$ cat config.mk
export PLATFORM = sky130hd
export DESIGN_NAME = function_generator
export DESIGN_NICKNAME = d
export VERILOG_FILES = /design/src/rtl/function_generator_pkg.sv /design/src/rtl/sigma_delta_dac.sv /design/src/rtl/function_generator.sv
export SDC_FILE = /design/constraint.sdc
export NUM_CORES = 1
export LEC_CHECK = 0
export BUFFER_PORTS_ARGS = -buffer_cell sky130_fd_sc_hd__clkbuf_2
export CORE_ASPECT_RATIO = 0.6
export CORE_MARGIN = 2
export CORE_UTILIZATION = 55
export CTS_CLUSTER_SIZE = 24
export DETAILED_ROUTE_END_ITERATION = 10
export GPL_ROUTABILITY_DRIVEN = 0
export GPL_TIMING_DRIVEN = 0
export MAX_ROUTING_LAYER = met4
export PLACE_DENSITY = 0.73
export SYNTH_ARGS = -nofsm -noshare
export SYNTH_HDL_FRONTEND = slang
export SYNTH_SLANG_ARGS = --single-unit
$ cat constraint.sdc
create_clock -name clk -period 5.6 [get_ports clk]
set_clock_uncertainty 0.05 [all_clocks]
set_input_delay 0.56 -clock clk [delete_from_list [all_inputs] [get_ports clk]]
set_output_delay 0.56 -clock clk [all_outputs]
set_load 0.05 [all_outputs]
$ cat src/rtl/function_generator_pkg.sv
// Shared constants for the function generator: waveform codes, widths and the
// quarter-wave sine table Q[i] = round(127*sin(2*pi*i/256)), i = 0..64.
package function_generator_pkg;

  localparam int ACC_W    = 16;
  localparam int SAMPLE_W = 8;

  typedef enum logic [2:0] {
    WAVE_SAW_UP    = 3'd0,
    WAVE_SAW_DOWN  = 3'd1,
    WAVE_TRIANGLE  = 3'd2,
    WAVE_SQUARE    = 3'd3,
    WAVE_SINE      = 3'd4,
    WAVE_RECT_FULL = 3'd5,
    WAVE_RECT_HALF = 3'd6,
    WAVE_PULSE     = 3'd7
  } wave_e;

  localparam logic [6:0] SINE_Q [0:64] = '{
    7'd0,   7'd3,   7'd6,   7'd9,   7'd12,  7'd16,  7'd19,  7'd22,
    7'd25,  7'd28,  7'd31,  7'd34,  7'd37,  7'd40,  7'd43,  7'd46,
    7'd49,  7'd51,  7'd54,  7'd57,  7'd60,  7'd63,  7'd65,  7'd68,
    7'd71,  7'd73,  7'd76,  7'd78,  7'd81,  7'd83,  7'd85,  7'd88,
    7'd90,  7'd92,  7'd94,  7'd96,  7'd98,  7'd100, 7'd102, 7'd104,
    7'd106, 7'd107, 7'd109, 7'd111, 7'd112, 7'd113, 7'd115, 7'd116,
    7'd117, 7'd118, 7'd120, 7'd121, 7'd122, 7'd122, 7'd123, 7'd124,
    7'd125, 7'd125, 7'd126, 7'd126, 7'd126, 7'd127, 7'd127, 7'd127,
    7'd127
  };

endpackage

$ cat src/rtl/sigma_delta_dac.sv
// First-order sigma-delta modulator: carry of sd + sample drives the bitstream.
// Bit output lags the sample by one cycle; free-running, no flow control.
module sigma_delta_dac
  import function_generator_pkg::*;
(
  input  logic                clk,
  input  logic                rst,
  input  logic [SAMPLE_W-1:0] sample,
  output logic                bit_out
);

  logic [SAMPLE_W-1:0] sd;
  logic [SAMPLE_W:0]   sum;

  assign sum = {1'b0, sd} + {1'b0, sample};

  always_ff @(posedge clk or negedge rst) begin
    if (!rst) begin
      sd      <= '0;
      bit_out <= 1'b0;
    end else begin
      sd      <= sum[SAMPLE_W-1:0];
      bit_out <= sum[SAMPLE_W];
    end
  end

endmodule

$ cat src/rtl/function_generator.sv
// Phase-accumulator waveform generator with eight selectable shapes and a sigma-delta DAC.
// out lags the phase by one cycle, dacOut lags out by one; free-running, no flow control.
module function_generator
  import function_generator_pkg::*;
(
  input  logic                clk,
  input  logic                rst,
  input  logic [9:0]          sel,
  output logic                dacOut,
  output logic [SAMPLE_W-1:0] out
);

  logic [ACC_W-1:0]    acc;
  logic [6:0]          step;
  logic [7:0]          phase;
  logic [1:0]          quad;
  logic [5:0]          idx;
  logic [6:0]          mag;
  logic [7:0]          tri_val;
  logic [SAMPLE_W-1:0] wave;
  wave_e               code;

  assign step  = sel[9:3];
  assign code  = wave_e'(sel[2:0]);
  assign phase = acc[ACC_W-1:ACC_W-8];
  assign quad  = phase[7:6];
  assign idx   = phase[5:0];

  // Odd quadrants read the table backwards so the quarter-wave mirrors.
  assign mag     = quad[0] ? SINE_Q[7'd64 - {1'b0, idx}] : SINE_Q[{1'b0, idx}];
  assign tri_val = {phase[6:0], 1'b0};

  always_comb begin
    wave = '0;
    case (code)
      WAVE_SAW_UP:    wave = phase;
      WAVE_SAW_DOWN:  wave = 8'd255 - phase;
      WAVE_TRIANGLE:  wave = phase[7] ? 8'd255 - tri_val : tri_val;
      WAVE_SQUARE:    wave = phase[7] ? 8'd0 : 8'd255;
      WAVE_SINE:      wave = quad[1] ? 8'd128 - {1'b0, mag} : 8'd128 + {1'b0, mag};
      WAVE_RECT_FULL: wave = {mag, 1'b0};
      WAVE_RECT_HALF: wave = quad[1] ? 8'd0 : {mag, 1'b0};
      WAVE_PULSE:     wave = (quad == 2'd0) ? 8'd255 : 8'd0;
      default:        wave = '0;
    endcase
  end

  always_ff @(posedge clk or negedge rst) begin
    if (!rst) begin
      acc <= '0;
      out <= '0;
    end else begin
      acc <= acc + {{(ACC_W-7){1'b0}}, step} + {{(ACC_W-1){1'b0}}, 1'b1};
      out <= wave;
    end
  end

  sigma_delta_dac u_dac (
    .clk     (clk),
    .rst     (rst),
    .sample  (out),
    .bit_out (dacOut)
  );

endmodule

# Yosys cells after proc, flatten, opt, wreduce, memory -nomap -nowiden
# Memories as Yosys holds them, arrays and structs flattened.
# Index checks and enable logic that the tools add are counted.
[totals]
output_inout_bits = 9
elab_cells = 38
register_bits = 33
romBits = 1792
mem_count = 2
[memory_table]
columns = ["name", "depth", "width", "rd", "rd_clocked_by_memory_dff", "write_ports", "line", "text"]
rows = [
  ["(no name shown)", 128, 7, 1, 0, 0, "function_generator.sv:30", "assign mag = quad[0] ? SINE_Q[7'd64 - {1'b0, idx}] : SINE_Q[{1'b0, idx}];"],
  ["(no name shown)", 128, 7, 1, 0, 0, "function_generator.sv:30", ""],
]
[classes]
n_mux = 11
n_reduce_logical = 2
eq_ne = 7
n_addsub = 8
bitwise = 2
n_lt_le_gt_ge = 2
[ops]
columns = ["cell", "n"]
rows = [
  ["8-bit one-hot mux with 8 select lines", 1],
  ["8-bit 2-to-1 mux", 5],
  ["7-bit 2-to-1 mux", 5],
  ["16-bit by 1-bit adder with 16-bit output, second input constant", 1],
  ["16-bit by 7-bit adder with 16-bit output", 1],
  ["8-bit >= comparator, second input constant", 2],
  ["8-bit subtractor, first input constant", 2],
  ["3-bit == test, second input constant", 4],
  ["8-bit by 8-bit adder with 9-bit output", 1],
  ["8-bit by 7-bit adder with 8-bit output, first input constant", 1],
  ["6-bit inverter with 8-bit output", 1],
  ["7-bit inverter with 8-bit output", 1],
  ["8-bit by 7-bit subtractor with 8-bit output, first input constant", 1],
  ["7-bit by 6-bit subtractor with 7-bit output, first input constant", 1],
  ["3-bit by 2-bit == test with 1-bit output, second input constant", 2],
  ["3-bit by 1-bit == test with 1-bit output, second input constant", 1],
  ["3-bit logical NOT", 1],
  ["2-bit logical NOT", 1],
]

# Longest topological paths before layout
[depth]
ltp_word = 9
depth_mapped = 18
mapped_depth_nobuf = 15

# Hierarchy
# Synthesis repeated with hierarchy kept, for this count alone.
[hier_totals]
cells_unflattened = 475
area_unflattened_um2 = 3908.7
[by_module_without_submodules]
columns = ["mod", "cells_per_inst", "instances", "area_each_um2", "seq_area_each_um2"]
rows = [
  ["function_generator", 425, 1, 3342.0, 600.6],
  ["sigma_delta_dac", 50, 1, 566.8, 225.2],
]

# Worst setup path after synthesis
# Ideal clock, no wire load.
[synth_path]
path_kind = "register -> register"
from = "register acc[8]"
to = "register out[1]"
t_arrival_ns = 3.696
path_stages_with_launch = 17
path_slack_ns = 1.727
synth_period_minus_slack_ns = 3.873
setup_ns = 0.127
required_ns = 5.423
cell_sequence = "dfrtp_1 -> clkbuf_1 -> inv_1 -> ha_1 -> clkbuf_1 -> inv_1 -> ha_1 -> clkbuf_1 -> o21ai_0 -> a221oi_1 -> o21ai_0 -> a311oi_1 -> inv_1 -> ha_1 -> mux2_2 -> nand2_1 -> a21oi_1"
[synth_via]
elab_chain_cells = 9
elab_cells_between_ends = 18
cone_classes = "5 x add/sub; 9 x mux; 2 x bitwise; 2 x memory"
[synth_lines]
columns = ["element", "line", "text"]
rows = [
  ["start: declaration", "function_generator.sv:13", "logic [ACC_W-1:0] acc;"],
  ["start signal: assignment", "function_generator.sv:53", "acc <= acc + {{(ACC_W-7){1'b0}}, step} + {{(ACC_W-1){1'b0}}, 1'b1};"],
  ["7-bit by 6-bit subtractor with 7-bit output", "function_generator.sv:30", ""],
  ["7-bit inverter with 8-bit output (not written as such)", "function_generator.sv:30", ""],
  ["memory 128 x 7 bit", "n/a", ""],
  ["7-bit 2-to-1 mux (not written as such) (2 in a row)", "function_generator.sv:30", ""],
  ["7-bit 2-to-1 mux", "function_generator.sv:30", ""],
  ["8-bit by 7-bit adder with 8-bit output / 8-bit by 7-bit subtractor with 8-bit output (equally long branches)", "function_generator.sv:40", "WAVE_SINE: wave = quad[1] ? 8'd128 - {1'b0, mag} : 8'd128 + {1'b0, mag};"],
  ["8-bit 2-to-1 mux", "function_generator.sv:40", ""],
  ["8-bit one-hot mux with 8 select lines *", "function_generator.sv:35", "case (code)"],
  ["net wave[1]", "function_generator.sv:20", "logic [SAMPLE_W-1:0] wave;"],
  ["end signal: assignment", "function_generator.sv:54", "out <= wave;"],
  ["end: declaration", "function_generator.sv:10", "output logic [SAMPLE_W-1:0] out"],
]
# The timed path passes the listed nets; every way through them passes the cells marked *. The select of a mux whose other input is x is not followed.

# Worst setup path in the final report
[layout_path]
from = "register acc[8]"
to = "register out[2]"
# Same word-level chain as after synthesis.

==> flow_summary.ini <==
[worst_setup_path]
r2r_slack_ns = 0.17
worstPathRequired_ns = 5.74
reg2reg_to = out[2]
worstReg2RegStart = acc[8]
reg2reg_depth = 17
worstPathMaxFanout = 10
critical_path_class = reg2reg
crit_path_start_kind = flop
cp-end-kind = flop
cp.arrival_ns = 5.57

[clocking]
cts_made_buffers = 5
clockBufferDepth = 2
cts_hold_buf = 0
cts_tree = yes
root_buffer = clkbuf_8
cts_sinks = 33
post_cts_buffers = 0
cts.clk_slew.worst_paths_ns = 0.07
post_cts_resize_count = 0
cts.htree.levels = 2
clock_latency_ns = 0.29

[logic_synthesis]
synth_edf_count = 0
synth_top_flop_cell = dfrtp_1
post_synth_num_cell_types = 70
yosys.area.top_type = dfrtp_1
ys_seq_area_frac = 0.227
synth_xor_area_frac = 0.0795
synth-adder-area-share = 0.104
synth_area_leaders = dfrtp_1, ha_1, o21ai_0, a21oi_1, xnor2_1
syn_inst = 455
synth_compound_area_frac = 0.300
synth-simple-area-share = 0.166
yosysMostFrequentCell = o21ai_0
async_reset_ff_frac = 1.00
yosys.area.top_type_share = 0.227
synth_mux_area_frac = 0.0495
syn_avg_cell_area_um2 = 7.99
synthTopCellsByCount = o21ai_0, a21oi_1, dfrtp_1
ys_ff_latch = 33
synth_top_family_by_area = compound AO/OA/AOI/OAI gates
syn-cell-area_um2 = 3640
yosys_warnings = 0
syn-num-nets = 496

[layout]
antenna_cells = 0
drive_gt1_frac = 0.110
fin_util = 0.634
area_delta_synth_final_pct = 8.88
final_area_um2 = 3960
fillCellCount = 548
layout.nets = 521

[floorplan]
io_pins = 21
die_h_um = 67.0
dieArea_um2 = 7300
row_count = 22
die_w_um = 109
start_util = 0.582
core_um2 = 6250

[placement]
dp_slack_ns = 0.298
dpl-instance-area_um2 = 3830
hpwl_um = 8510
io_buffer_count = 18

[sta]
setup_ws_ns = 0.167
fmax_mhz = 184
tightest_slew_ns = 0.864
max_slew_margin = 0.418
maxSlewViolCount = 0
setup_viol_count_final = 0
setup_tns_ns = 0
fin_crit_sh = 0.970
rsz0062_at_grt = false
period_needed_ns = 5.43
hold_viol = 0

[detailed_routing]
viasPerCell = 6.93
num_vias = 3913
wl_per_cell_um = 20.5
ant_nets = 0
drt_wl_total_um = 11600
dr.first_iter.drc_count = 508
drcViolationCount = 0
dr.pass1.iters = 8

[grt]
grt_max_degree = 34
grt_overflow = 0
grt_pass1_wl_um = 18700
antenna_found_initial = 0
grt_pass1_vias = 3640
grt_util_all_layers = 0.345

[min_path]
hold_class = in2async

[outcome]
outcome = complete, no violations

[flow_run]
maxCapViolations = 0
[routing by layer]
metal	vias up	routed length, um	global-route usage
met2	333	4560	0.465
met1	1817	4860	0.476
met4	0	204	0.0577
met5	-	0	-
li1	1722	-	-
met3	41	1930	0.153
[state kept, by name, summed over array words and instances (netlist names)]
| register | count |
|---|---|
| acc | 16 |
| out | 8 |
| u_dac.bit_out | 1 |
| u_dac.sd | 8 |
[cells in the final DEF, fill, tap and decap left out, types with 4 or more instances in the layout]
cell | synthesis | layout
buf_2 | 8 | 8
o22ai_1 | 4 | 4
o31ai_1 | 4 | 4
a22oi_1 | 7 | 7
inv_1 | 28 | 28
a31oi_1 | 4 | 4
a311oi_1 | 5 | 4
a211oi_1 | 5 | 4
a21o_1 | 7 | 7
a21oi_1 | 40 | 40
o21ai_0 | 41 | 41
clkbuf_8 | 0 | 6
nor2_1 | 29 | 29
dfrtp_1 | 33 | 33
a2111oi_0 | 5 | 5
a21boi_0 | 5 | 5
xnor2_1 | 18 | 18
nand2b_1 | 8 | 8
nand2_1 | 20 | 20
nand3_1 | 8 | 8
ha_1 | 27 | 27
clkbuf_1 | 20 | 21
nor2b_1 | 7 | 7
nor3_1 | 7 | 7
or3_1 | 4 | 4
mux2i_1 | 9 | 9
buf_1 | 4 | 4
clkinv_1 | 4 | 4
and3_1 | 4 | 4
clkbuf_2 | 0 | 18
o2111ai_1 | 5 | 5
xor2_1 | 15 | 15
a221oi_1 | 4 | 4
[cells by family after synthesis]
logic type,after synthesis
adders and majority gates,29
DFF,33
and+or+nand+nor,114
xor gates and xnor gates,33
AOI/OAI and AO/OA,165
buffers and inverters,67
muxes,14
[worst max-delay path, cell delays in order, from the launching register on]
cell and delay (ns):
dfrtp_1 0.54, clkbuf_1 0.29, inv_1 0.39, ha_1 0.25
clkbuf_1 0.46, inv_1 0.24, ha_1 0.49, clkbuf_1 0.45
o21ai_0 0.24, a221oi_1 0.28, o21ai_0 0.18, a311oi_2 0.50
inv_1 0.09, ha_1 0.25, nor2_1 0.13, xnor2_1 0.08
o21ai_0 0.16, a21boi_0 0.24
[how the worst max path moves through the flow]
stage,start,to,slack (ns),depth (start not counted)
after global placement,acc[8],out[2],0.42,17
after detailed placement,acc[8],out[2],0.30,17
after CTS,acc[8],out[2],0.29,17
final,acc[8],out[2],0.17,17
after floorplan,acc[8],out[1],1.73,16
after global routing,acc[8],out[2],0.05,17
[area by class of cell]
cell class | count | area [um^2] | share of cell area
plain buffers | 33 | 141 | 0.0357
clock buffers | 7 | 86.3 | 0.0218
clock inverters | 1 | 30.0 | 0.00758
inverters | 34 | 128 | 0.0322
multi-input cells | 355 | 2550 | 0.645
flip-flops and latches | 33 | 826 | 0.209
well taps | 84 | 105 | 0.0265
repair buffers | 18 | 90.1 | 0.0227
[per-stage QoR]
stage | std cells | hold WS (ns)
2_1_floorplan | 455 | 0.214
5_1_grt | 565 | 0.354
4_1_cts | 565 | 0.307
3_5_place_dp | 557 | 0.436
6_report | 565 | 0.292
3_3_place_gp | 557 | 0.403
Power is not shown: default switching activity piles up to over one toggle a cycle in this logic, so the estimate is an artifact.
